## src/rtl/sipo_rx.sv

```systemverilog
// Serial-in, parallel-out word receiver: frames an MSB-first bit stream into
// WIDTH-bit words and hands each one out on a registered valid/ready port.
//
// state | meaning
// IDLE  | waiting for a bit tagged with frame_start
// SHIFT | partial word held in sr, cnt bits received so far
module sipo_rx #(
    parameter int WIDTH = 4
) (
    input  logic             clk,
    input  logic             reset,
    input  logic             bit_en,
    input  logic             frame_start,
    input  logic             sin,
    output logic [WIDTH-1:0] dout,
    output logic             dout_valid,
    input  logic             dout_ready,
    output logic             busy,
    output logic             overrun,
    output logic             frame_err
);

    localparam int CNT_W = $clog2(WIDTH);

    typedef enum logic {
        IDLE  = 1'b0,
        SHIFT = 1'b1
    } state_t;

    state_t           state_q, state_d;
    logic [WIDTH-1:0] sr_q, sr_d;
    logic [CNT_W-1:0] cnt_q, cnt_d;
    logic [WIDTH-1:0] dout_q, dout_d;
    logic             valid_q, valid_d;
    logic             overrun_q, overrun_d;
    logic             frame_err_q, frame_err_d;
    logic [WIDTH-1:0] word;
    logic             word_done;

    always_ff @(posedge clk or negedge reset) begin
        if (!reset) begin
            state_q     <= IDLE;
            sr_q        <= '0;
            cnt_q       <= '0;
            dout_q      <= '0;
            valid_q     <= 1'b0;
            overrun_q   <= 1'b0;
            frame_err_q <= 1'b0;
        end else begin
            state_q     <= state_d;
            sr_q        <= sr_d;
            cnt_q       <= cnt_d;
            dout_q      <= dout_d;
            valid_q     <= valid_d;
            overrun_q   <= overrun_d;
            frame_err_q <= frame_err_d;
        end
    end

    always_comb begin
        state_d     = state_q;
        sr_d        = sr_q;
        cnt_d       = cnt_q;
        dout_d      = dout_q;
        valid_d     = valid_q;
        overrun_d   = 1'b0;
        frame_err_d = 1'b0;
        word_done   = 1'b0;
        word        = {sr_q[WIDTH-2:0], sin};

        if (valid_q && dout_ready) begin
            valid_d = 1'b0;
        end

        if (bit_en) begin
            case (state_q)
                IDLE: begin
                    if (frame_start) begin
                        sr_d    = word;
                        cnt_d   = CNT_W'(1);
                        state_d = SHIFT;
                    end
                end
                SHIFT: begin
                    sr_d = word;
                    if (frame_start) begin
                        // restart: the sampled bit is the MSB of a fresh word
                        frame_err_d = 1'b1;
                        cnt_d       = CNT_W'(1);
                    end else if (cnt_q == CNT_W'(WIDTH - 1)) begin
                        word_done = 1'b1;
                        cnt_d     = '0;
                        state_d   = IDLE;
                    end else begin
                        cnt_d = cnt_q + CNT_W'(1);
                    end
                end
                default: state_d = IDLE;
            endcase
        end

        // a held word may be replaced only if it is consumed on this same edge
        if (word_done) begin
            if (!valid_q || dout_ready) begin
                dout_d  = word;
                valid_d = 1'b1;
            end else begin
                overrun_d = 1'b1;
            end
        end
    end

    assign dout       = dout_q;
    assign dout_valid = valid_q;
    assign busy       = (state_q == SHIFT);
    assign overrun    = overrun_q;
    assign frame_err  = frame_err_q;

endmodule

```

## config.mk

```make
export PLATFORM = sky130hd
export DESIGN_NAME = sipo_rx
export DESIGN_NICKNAME = d
export VERILOG_FILES = /design/src/rtl/sipo_rx.sv
export SDC_FILE = /design/constraint.sdc
export NUM_CORES = 1
export LEC_CHECK = 0
export CAP_MARGIN = 10
export CORE_AREA = 2 2 39 41
export DETAILED_ROUTE_END_ITERATION = 8
export DIE_AREA = 0 0 41 43
export PLACE_DENSITY = 0.69
export SLEW_MARGIN = 20
export SYNTH_ARGS = -nofsm -noshare
export SYNTH_HDL_FRONTEND = slang
export SYNTH_SLANG_ARGS = --single-unit
```

## constraint.sdc

```tcl
create_clock -name clk -period 2.5 [get_ports clk]
set_input_delay 0.5 -clock clk [delete_from_list [all_inputs] [get_ports clk]]
set_output_delay 0.5 -clock clk [all_outputs]
set_load 0.02 [all_outputs]
```

Word level (Yosys, flattened, before mapping)
Cells that the tools add are included.

Register bits: 13. Bits of input ports: 6. Output and inout bits: 8. Logic and storage cells: 37.

Add/sub/neg operators: 1. Equality and inequality tests: 2. Muxes and demuxes: 21. Bitwise operators: 1. Reduce and logical (&&, ||, !) cells: 5.

Operators with widths (number): 1-bit 2-to-1 mux (14); 2-bit 2-to-1 mux (3); 3-bit case mux with 2 select lines (1); 2-bit case mux with 2 select lines (1); 2-bit AND reduction (2); 3-bit 2-to-1 mux (1); 2-bit by 1-bit adder with 2-bit output, second input constant (1); 2-bit equality test, second input constant (1); 2-bit != test, second input constant (1); 1-bit case mux with 2 select lines (1); 1-bit logical AND (1); 1-bit logical NOT (1); 1-bit logical OR (1); 1-bit NOT (1).

Longest topological paths before layout
Depth after elaboration: 6. Gate-level depth with buffers: 4. Depth with buffers taken out: 4.

Worst setup path after synthesis
OpenSTA, ideal clock, no wires.

Path kind: input port to flip-flop. Start point: input port bit_en. End point: register dout_q[0], in the netlist dout[0]. Library setup time: 125 ps. Arrival time: 1277 ps. Data required time: 2375 ps. Setup slack: 1098 ps. Cell stages on the path: 4. Cell sequence: buf_2 nand4b_4 nor2b_4 mux2_2.

Cells in the longest elaborated chain, start to end: 2.

Ends and longest elaborated chain: start: declaration (line 12) `input logic bit_en,`; 1-bit 2-to-1 mux (line 75) `if (bit_en) begin`; 2-bit AND reduction (no source line); end signal: assignment (line 53) `dout_q <= dout_d;`; end: declaration (line 33) `logic [WIDTH-1:0] dout_q, dout_d;`.

No other way between the ends. A chain may end at the register's enable or synchronous reset.

Worst setup path in the final report
Start point: register state_q, in the netlist busy. End point: output port busy.

RTL lines: start: declaration (line 30) `state_t state_q, state_d;`; start signal: assignment (line 50) `state_q <= state_d;`; end: declaration (line 18) `output logic busy,`.

No word-level cell between the ends.

==> run_results.csv <==
group,metric,value,unit
synthesis,synth_largest_type_area_fraction,59.6,%
clocking,insertion_delay,270,ps
place,post_dp_cell_area,691,um2
global_route,groute.usage.overall,11.8,%
global_route,globalRouteMet3Util,1.57,%
place,gp_routability_congestion,0.685,
timing,timing_max_transition_violations_final,0,
die,chipWidth,41,um
pwr,comb_power_share,38.3,%
run_status,outcome,"complete, no violations",
die,num_rows,14,
clocking,clockBufferDepth,2,
timing,final.setup.tns,0,ps
synthesis,syn_avg_cell_area,13.6,um2
critical_path,worst-endpoint-arrival,1450,ps
global_route,grt_start_max_net_pins,14,
timing,tightestPinTransition,562,ps
pwr,power.net_switching,0.243,mW
routing,wl_per_cell,11.5,um
place,placed_cells_incl_taps,68,
synthesis,ys_seq_area_share,59.6,%
final_layout,finalNonFillerCells,72,
clocking,number_of_sinks_on_the_clock_net,13,
synthesis,synth_largest_area_cell,"dfrtp_1",
routing,drc_errors,0,
critical_path,critical_path_peak_fanout,9,
clocking,cts_tree,"built",
critical_path,ff2ff_path_depth,4,
synthesis,synth_cell_types,17,
global_route,number_of_antenna_violations_at_the_first_check_in_global_routing,0,
synthesis,synth_area,546,um2
final_layout,finalInstanceArea,717,um2
critical_path,critical_path.n_buffers_inverters,1,
global_route,grt_pass1_vias,337,
global_route,grt.met2_usage,16.9,%
clocking,cts.reportedPaths.clkPinSlew,80,ps
pwr,vdd_drop_max,446,uV
routing,route.vias.total,356,
pwr,p_leak,0.325,nW
timing,fmaxAchievable,512,MHz
clocking,ctsResizeCount,0,
critical_path,setup.reg_to_reg.worst_slack,1090,ps
critical_path,r2r_end,"dout[1]$_DFFE_PN0P_",
die,floorplan.die_area,0.00176,mm2
critical_path,worstSetupStartpoint,"busy$_DFFE_PN0P_",
routing,detailed_route_iter0_violations,5,
synthesis,post_synth_inst_count,40,
die,die_height,43,um
place,port_buffers,13,
place,detailed_place_hpwl,605,um
critical_path,critPathLaunchType,"flip-flop",
critical_path,cpLargestDelayFamily,"buffers and inverters",
clocking,cts.htree.levels,1,
global_route,grt-busiest-layer,"met2",
final_layout,antennaDiodeCount,0,
synthesis,postSynthNetCount,47,
global_route,global_route.overflow_total,0,
routing,route.antenna.remaining_nets,0,
clocking,cts_post_setup_buffers_inserted,0,
critical_path,cp-end-kind,"output port",
global_route,globalRouteMet1Util,13.9,%
synthesis,number_of_flip_flops_and_latches_in_the_synthesized_netlist,13,
critical_path,worst_setup_path_endpoint,"busy",
timing,final-hold-violation-count,0,
final_layout,layout.nets,64,
clocking,clock_buffers_created_by_tritoncts,3,
worst_hold_path,hp-class,"flip-flop to flip-flop",
global_route,grt_first_pass_wirelength,1370,um
die,initial_utilization,39.4,%
critical_path,rr_startpoint,"cnt_q[0]$_DFFE_PN0P_",
timing,fin_skew,3.64,ps
final_layout,drive_above_1_share,25.0,%
critical_path,critical_path.max_stage_delay,670,ps
final_layout,num-fill-cells,127,
clocking,cts-hold-fix-buffers,0,
pwr,share_seq_of_total_power,44.8,%
timing,grt_setup_unrepaired,"false",
pwr,cellPowerDensity,1050,mW/mm2
critical_path,worst_ep_required_time,2000,ps
final_layout,syn_to_final_growth,31.4,%
timing,setup_viol,0,
pwr,netSwitchingFraction,32.4,%
clocking,ctsRootBufferMaster,"clkbuf_4",
flow_run,maxCapViolations,0,
routing,detail_route.wirelength,826,um
critical_path,path_class,"flip-flop to output port",
synthesis,synthesis.yosys.warnings,0,
routing,drtPass1Iterations,4,
die,core_outline_area,0.00138,mm2
synthesis,synthTopCellsByArea,"dfrtp_1, mux2_2, nand4b_4",
timing,timing.slew.headroom,62.4,%
final_layout,final_core_utilization,51.8,%
timing,final_period_minus_worst_setup_slack,1950,ps
routing,mean_number_of_vias_per_cell,4.94,
critical_path,slowest_stage_cell_cp,"clkdlybuf4s50_1",
pwr,power.internal,0.507,mW
pwr,clock_power_share,16.9,%
critical_path,critical_path.cell_chain,"clkdlybuf4s50_1",
timing,timing.final.crit_share,78.1,%
critical_path,path_depth,1,
die,ios,14,
==> final cells by class <==
class / count / area [um2] / share of cell area [%]
Tap cell: 16 / 20.0 / 2.79
Clock buffer: 4 / 26.3 / 3.66
Timing Repair Buffer: 13 / 130 / 18.2
Inverter: 1 / 3.75 / 0.524
Sequential cell: 13 / 325 / 45.4
Multi-Input combinational cell: 25 / 211 / 29.5
==> cells by family (layout without fill, tap and decap cells) <==
group           count (synthesis)  in the layout  share of synthesized area, %
buf+inv                         2             18                          1.60
flops                          13             13                          59.6
mux                             7              7                          14.5
simple gates                   12             12                          15.8
fa+ha+maj                       1              1                          2.29
compound gates                  5              5                          6.19
==> registers in the layout, summed over array words and instances, names as in the netlist <==
name        flops
cnt_q           2
sr_q            3
frame_err       1
dout            4
busy            1
dout_valid      1
overrun         1
==> metrics by stage <==
step	setup WS (ps)	hold slack [ps]	total power, mW
after CTS	527	513	0.761
after global placement	546	487	0.627
after detailed placement	505	495	0.630
final	548	510	0.750
after floorplan	1100	204	0.507
after global routing	476	532	0.802
==> worst min-delay path by stage <==
stage | start | to | slack, ps | cells past startpoint
after global routing | cnt_q[0]$_DFFE_PN0P_ | cnt_q[0]$_DFFE_PN0P_ | 530 | 2
after global placement | sr_q[2]$_DFFE_PN0P_ | sr_q[2]$_DFFE_PN0P_ | 490 | 1
after CTS | dout[1]$_DFFE_PN0P_ | dout[1]$_DFFE_PN0P_ | 510 | 1
after detailed placement | dout[1]$_DFFE_PN0P_ | dout[1]$_DFFE_PN0P_ | 490 | 1
after floorplan | reset | busy$_DFFE_PN0P_ | 200 | 0
final | dout[1]$_DFFE_PN0P_ | dout[1]$_DFFE_PN0P_ | 510 | 1
==> cells in the mapped netlist (all sizes together) <==
library cell / number
nand4b: 1
o21ai: 2
and3: 1
nand3: 1
nor3b: 1
nand2: 5
inv: 1
nor2: 1
o22ai: 1
buf: 1
nor2b: 1
o21a: 1
a22o: 1
nand2b: 1
mux2: 7
ha: 1
dfrtp: 13
==> power by group through the flow <==
| stage | registers (mW) | clock network [mW] | logic [mW] |
|---|---|---|---|
| 2_1_floorplan | 0.386 | 0 | 0.121 |
| 3_3_place_gp | 0.340 | 0 | 0.287 |
| 3_5_place_dp | 0.341 | 0 | 0.289 |
| 4_1_cts | 0.337 | 0.133 | 0.291 |
| 5_1_grt | 0.348 | 0.139 | 0.315 |
| 6_report | 0.336 | 0.126 | 0.288 |
==> cells in the final DEF (no fill, tap or decap) <==
cell type,instances
nand2_1,5
dfrtp_1,13
o22ai_1,1
a22o_2,1
inv_1,1
o21ai_0,2
nor3b_1,1
nor2b_4,1
and3_2,1
clkdlybuf4s50_1,13
mux2_2,7
clkbuf_1,1
o21a_1,1
nand3_1,1
clkbuf_4,3
nand2b_1,1
nor2_1,1
nand4b_4,1
ha_1,1
==> per-layer routing <==
metal,vias up,wire length (um)
li1,176,-
met1,163,375
met2,13,364
met3,4,39
met4,0,46
met5,-,0
Note: power is estimated with default switching activity, not from simulation.
